### src/rtl/fetch_unit.sv
// Instruction-fetch stage: issues one req/gnt/rvalid transaction per PC and
// presents the returned word to decode, stepping the PC only on consumption.
module fetch_unit #(
  parameter int MAX_WAIT = 255
) (
  input  logic        clk,
  input  logic        reset,
  input  logic [31:0] pc,
  output logic [31:0] pc_plus4,
  output logic        pc_advance,
  output logic        imem_req,
  output logic [31:0] imem_addr,
  input  logic        imem_gnt,
  input  logic        imem_rvalid,
  input  logic [31:0] imem_rdata,
  output logic        inst_valid,
  input  logic        inst_ready,
  output logic [31:0] inst,
  output logic [31:0] inst_pc,
  input  logic        flush,
  output logic        fetch_err,
  output logic [2:0]  dbg_state
);

  typedef enum logic [2:0] {
    S_IDLE  = 3'd0,
    S_REQ   = 3'd1,
    S_WAIT  = 3'd2,
    S_VALID = 3'd3,
    S_ERR   = 3'd4
  } state_t;

  localparam logic [7:0] WAIT_LIMIT = 8'(MAX_WAIT);

  state_t      state_q;
  logic        drop_q;
  logic [7:0]  wait_cnt_q;
  logic [31:0] inst_q;
  logic [31:0] inst_pc_q;
  logic        inst_valid_q;
  logic        fetch_err_q;
  logic        pc_aligned;

  assign pc_aligned = (pc[1:0] == 2'b00);
  assign pc_plus4   = pc + 32'd4;
  assign imem_addr  = pc;
  assign imem_req   = (state_q == S_REQ) && pc_aligned;

  // Decode handshake: a transfer happens in a cycle where inst_valid and
  // inst_ready are both high; inst/inst_pc hold steady until then. A flush
  // in that cycle cancels the transfer, so the PC must not advance.
  assign pc_advance = (state_q == S_VALID) && inst_ready && !flush;

  assign inst       = inst_q;
  assign inst_pc    = inst_pc_q;
  assign inst_valid = inst_valid_q;
  assign fetch_err  = fetch_err_q;
  assign dbg_state  = state_q;

  always_ff @(posedge clk or posedge reset) begin
    if (reset) begin
      state_q      <= S_IDLE;
      drop_q       <= 1'b0;
      wait_cnt_q   <= 8'd0;
      inst_q       <= 32'd0;
      inst_pc_q    <= 32'd0;
      inst_valid_q <= 1'b0;
      fetch_err_q  <= 1'b0;
    end else begin
      case (state_q)
        S_IDLE: state_q <= S_REQ;
        S_REQ: begin
          if (!pc_aligned) begin
            state_q     <= S_ERR;
            fetch_err_q <= 1'b1;
          end else if (imem_gnt) begin
            state_q    <= S_WAIT;
            wait_cnt_q <= 8'd0;
            drop_q     <= flush;
          end
        end
        S_WAIT: begin
          if (imem_rvalid) begin
            if (drop_q || flush) begin
              state_q <= S_REQ;
            end else begin
              state_q      <= S_VALID;
              inst_q       <= imem_rdata;
              inst_pc_q    <= pc;
              inst_valid_q <= 1'b1;
            end
          end else if (wait_cnt_q == WAIT_LIMIT) begin
            // A dropped fetch still occupies the bus, so it can time out too.
            state_q     <= S_ERR;
            fetch_err_q <= 1'b1;
          end else begin
            wait_cnt_q <= wait_cnt_q + 8'd1;
            if (flush) drop_q <= 1'b1;
          end
        end
        S_VALID: begin
          if (flush || inst_ready) begin
            state_q      <= S_REQ;
            inst_valid_q <= 1'b0;
          end
        end
        S_ERR: state_q <= S_ERR;
        default: begin
          state_q     <= S_ERR;
          fetch_err_q <= 1'b1;
        end
      endcase
    end
  end

endmodule

### config.mk
export PLATFORM = sky130hd
export DESIGN_NAME = fetch_unit
export DESIGN_NICKNAME = d
export VERILOG_FILES = /design/src/rtl/fetch_unit.sv
export SDC_FILE = /design/constraint.sdc
export NUM_CORES = 1
export LEC_CHECK = 0
export ABC_AREA = 0
export CAP_MARGIN = 40
export CORE_MARGIN = 5
export CORE_UTILIZATION = 43
export CTS_CLUSTER_DIAMETER = 150
export CTS_CLUSTER_SIZE = 8
export DETAILED_ROUTE_END_ITERATION = 6
export PLACE_DENSITY = 0.89
export SYNTH_ARGS = -nofsm -noshare
export SYNTH_HDL_FRONTEND = slang
export SYNTH_SLANG_ARGS = --single-unit
### constraint.sdc
create_clock -name clk -period 5.5 [get_ports clk]
set_input_delay 0.55 -clock clk [delete_from_list [all_inputs] [get_ports clk]]
set_output_delay 0.55 -clock clk [all_outputs]
set_load 0.01 [all_outputs]
* Word-level counts from Yosys, hierarchy flattened
Cells that the tools add are included.
Storage, ports and cells: RAM bits 0, word-level logic and storage cells 71, bits in latches 0, memories kept 0, register bits after elaboration 78, memory bits (read-only) 0, bits of input ports 70, output and inout port bits 135
Operators by class: bitwise logic cells 2, equal/unequal tests 17, div/mod/pow operators 0, mux-type cells 26, reduce and logical (&&, ||, !) cells 17, shift-type cells 0, magnitude comparators 0, add/subtract/negate cells 2, $mul 0
Operators by type and width (count):
- adder 32 x 3 -> 32 bit, second input constant | 1
- 2-to-1 mux 8 bit | 4
- inequality test 2 bit, second input constant | 9
- case mux 8 bit (2 select lines) | 1
- 2-to-1 mux 3 bit | 5
- case mux 3 bit (4 select lines) | 1
- 2-to-1 mux 1 bit | 11
- adder 8 x 1 -> 8 bit, second input constant | 1
- equality test 8 bit, second input constant | 1
- AND reduction 4 bit | 2
- equality test 3 x 2 -> 1 bit, second input constant | 2
- inequality test 3 bit, second input constant | 2
- AND reduction 3 bit | 2
- AND reduction 6 bit | 1
- AND reduction 5 bit | 1
- case mux 1 bit (2 select lines) | 2
- nonzero test 2 bit | 2
- equality test 3 x 1 -> 1 bit, second input constant | 1
- equality test 3 bit, second input constant | 1
- logical AND 1 bit | 3
- logical NOT 3 bit | 1
- case mux 1 bit (3 select lines) | 1
- OR reduction 3 bit | 1
- logical NOT 2 bit | 1
- other kinds (5) | 7

* Depth between registers and ports, before layout
word-level depth 4, gate-level depth with buffers 6

* Least setup slack after synthesis
Ideal clock, no wire load.
kind in2out, start point input port pc[2], end point output port pc_plus4[24], buffers on the path 0, path slack 3243 ps, required time 4950 ps, stages on the path 5, arrival 1707 ps, path through ha_1 -> nand3_1 -> or3_1 -> nor3_1 -> xor2_1
Between the ends: longest elaborated chain between the ends 1
Ends and longest elaborated chain:
- from (decl) | line 8 | input logic [31:0] pc,
- adder 32 x 3 -> 32 bit | line 45 | assign pc_plus4 = pc + 32'd4;
- to (decl) | line 9 | output logic [31:0] pc_plus4,
No other way between the ends.

* Worst setup path in the final report
start point input port pc[2], end point output port pc_plus4[30]
Same word-level chain as after synthesis.

==> results.sh <==
export IMPL_whs_path_depth=2
export IMPL_clock_sinks=78
export IMPL_ys_warn_count=0
export IMPL_pwr_share_clk_pct=36.6
export IMPL_skew_ps=20.7
export IMPL_grt_max_degree=45
export IMPL_place_ws_ps=1890
export IMPL_switchingPower_uw=322
export IMPL_fp_row_count=35
export IMPL_cts_resized=0
export IMPL_dp_hpwl_um=8850
export IMPL_yosysTopAreaCellShare_pct=48.9
export IMPL_slew_viol_final=0
export IMPL_worstMarginPinSlew_ps=654
export IMPL_timing_rr_end="inst[11]$_DFFE_PP0P_"
export IMPL_crit_path_start="pc[2]"
export IMPL_syn_nets=421
export IMPL_synth_distinct_cells=46
export IMPL_drtPass1Iterations=5
export IMPL_cts_buffers=9
export IMPL_critPathCaptureType="output pin"
export IMPL_clk_pin_slew_ps=70
export IMPL_routed_via_count=3283
export IMPL_relSlewSlack_pct=56.3
export IMPL_synth_area_leaders="dfrtp_1 49%, mux2_2 17%, buf_4 6.6%"
export IMPL_crit_arrival_ps=3050
export IMPL_antenna_found_initial=0
export IMPL_critical_path_required_ps=4950
export IMPL_yosysTopAreaCell="dfrtp_1"
export IMPL_post_route_util_pct=67.0
export IMPL_synth_seq_area_share_pct=48.9
export IMPL_postCtsSetupRepairBufs=0
export IMPL_vdd_ir_drop_max_mv=0.138
export IMPL_fin_crit_ps=3600
export IMPL_startpoint_type="primary input"
export IMPL_drt_iter0_drc=107
export IMPL_hold_class="flip-flop to flip-flop"
export IMPL_die_x_um=106
export IMPL_antenna_left=0
export IMPL_stdcell_area_um2=6130
export IMPL_num_io_pins=205
export IMPL_timing_rr_start="dbg_state[1]$_DFFE_PP0P_"
export IMPL_fin_crit_sh_pct=65.4
export IMPL_grt_pass1_vias=3503
export IMPL_maxCapViolCount=0
export IMPL_io_buffer_count=204
export IMPL_syn_area_per_cell_um2=11.4
export IMPL_grt_pass1_wl_um=18400
export IMPL_die_y_um=106
export IMPL_wl_per_cell_um=18.0
export IMPL_cts_root_buf="clkbuf_8"
export IMPL_area_delta_synth_final_pct=53.7
export IMPL_internal_power_uw=942
export IMPL_drive_gt1_share_pct=17.1
export IMPL_hold_viol_final=0
export IMPL_worst_slack_ps=1900
export IMPL_synthesis_area_um2=3990
export IMPL_grt_overflow_total=0
export IMPL_ys_ff_latch=78
export IMPL_cts_max_level=3
export IMPL_cts_hold_buffers=0
export IMPL_place_area_um2=5910
export IMPL_setup_viol=0
export IMPL_leakage_uw=0.00272
export IMPL_finalWeightedCongestion=0.845
export IMPL_drc=0
export IMPL_vias_per_cell=5.15
export IMPL_final_cell_mix="204 x clkdlybuf4s50_1, 78 x dfrtp_1, 59 x mux2_2, 21 x nor2_1, 21 x nand2_1"
export IMPL_tns_ps=0
export IMPL_start_util_pct=43.6
export IMPL_crit_end="pc_plus4[30]"
export IMPL_clk_latency_ps=360
export IMPL_mostFrequentLayoutCell="clkdlybuf4s50_1"
export IMPL_nNetsFinal=593
export IMPL_p_sw_share_pct=25.5
export IMPL_netlist_instances=349
export IMPL_worst_path_max_fanout=5
export IMPL_p_comb_share_pct=16.3
export IMPL_crit_type="primary input to output pin"
export IMPL_die_area_um2=11300
export IMPL_core_area_um2=9150
export IMPL_seq_power_share_pct=47.1
export IMPL_max_freq_mhz=278
export IMPL_antenna_cells=0
export IMPL_clockBufferDepth=2
export IMPL_rrSetupSlack_ps=3050
export IMPL_wirelength_um=11500
export IMPL_cts_tree="yes"
export IMPL_rsz0062_at_grt="false"
export IMPL_grt_total_usage_pct=20.7
export IMPL_worst_r2r_path_depth=4
export IMPL_outcome="completed"
export IMPL_power_density_nw_per_um2=206
area by class of cell:
class | instances | area [µm²]
Fill cell | 712 | 3020
Timing Repair Buffer | 208 | 2100
Sequential cell | 78 | 1950
Multi-Input combinational cell | 215 | 1690
Clock buffer | 11 | 151
Tap cell | 111 | 139
Clock inverter | 5 | 65.1
Inverter | 9 | 35.0
how the worst min path moves through the flow:
stage                         startpoint                         to  slack (ps)
2_1_floorplan  wait_cnt_q[4]$_DFFE_PP0P_  wait_cnt_q[4]$_DFFE_PP0P_         470
3_3_place_gp       fetch_err$_DFFE_PP0P_      fetch_err$_DFFE_PP0P_         450
3_5_place_dp     inst_pc[14]$_DFFE_PP0P_    inst_pc[14]$_DFFE_PP0P_         470
5_1_grt             inst[24]$_DFFE_PP0P_       inst[24]$_DFFE_PP0P_         530
4_1_cts          inst_pc[14]$_DFFE_PP0P_    inst_pc[14]$_DFFE_PP0P_         490
6_report         inst_pc[29]$_DFFE_PP0P_    inst_pc[29]$_DFFE_PP0P_         490
logic make-up (layout without fill, tap and decap cells):
| logic type | after synthesis | after routing | share of synthesized area, % |
|---|---|---|---|
| AOI/OAI and AO/OA | 32 | 32 | 5.46 |
| xor gates and xnor gates | 28 | 28 | 6.15 |
| adders and majority gates | 2 | 2 | 0.627 |
| buffers and inverters | 56 | 233 | 8.97 |
| DFF | 78 | 78 | 48.9 |
| muxes | 59 | 59 | 16.7 |
| and+or+nand+nor | 94 | 94 | 13.2 |
per-stage QoR:
| stage | hold WS [ps] | std cells | total power (µW) |
|---|---|---|---|
| 3_3_place_gp | 453 | 619 | 807 |
| 4_1_cts | 489 | 637 | 1280 |
| 2_1_floorplan | 472 | 349 | 684 |
| 5_1_grt | 529 | 637 | 1320 |
| 3_5_place_dp | 470 | 621 | 814 |
| 6_report | 490 | 637 | 1260 |
synthesized netlist by cell type (all sizes together):
cell	instances
and2	1
dfrtp	78
or4	1
nand4	10
a21oi	1
nand4b	1
nor3	9
o311ai	1
and4	2
or3	2
or3b	1
o2111ai	1
nand3	14
inv	9
xnor2	11
nand2b	1
a21o	1
o31a	1
a21bo	1
o211ai	2
o21bai	1
xor2	17
ha	2
a311o	1
clkbuf	4
a211oi	1
nor2	21
nand2	21
and3b	2
a31oi	6
o31ai	2
o2bb2ai	1
mux2	59
and3	3
nor3b	3
nor4	2
o21ai	11
buf	43
a22o	1
metal layers:
layer | global-route usage, % | vias up | share of wire (%)
li1 | - | 1536 | -
met1 | 22.8 | 1586 | 37
met2 | 35.8 | 150 | 51
met3 | 9.35 | 11 | 11
met4 | 5.92 | 0 | 1.3
met5 | 0 | - | 0
power by group through the flow:
stage | logic (µW) | clock network, µW | registers, µW
after floorplan | 77.2 | 0 | 607
after global placement | 202 | 0 | 605
after detailed placement | 208 | 0 | 606
after CTS | 209 | 474 | 595
after global routing | 222 | 503 | 597
final | 206 | 463 | 595
state kept, by name (all words and copies together) (netlist names):
signal and count:
inst_pc 32, inst 32, fetch_err 1, inst_valid 1
drop_q 1, wait_cnt_q 8, dbg_state 3
critical path, cell delays in order:
cell	delay, ps
clkdlybuf4s50_1	550
ha_1	210
nand3_1	230
or3_1	530
nor4_2	220
xor2_1	200
clkdlybuf4s50_1	560
Note: power is estimated with default switching activity, not from simulation.
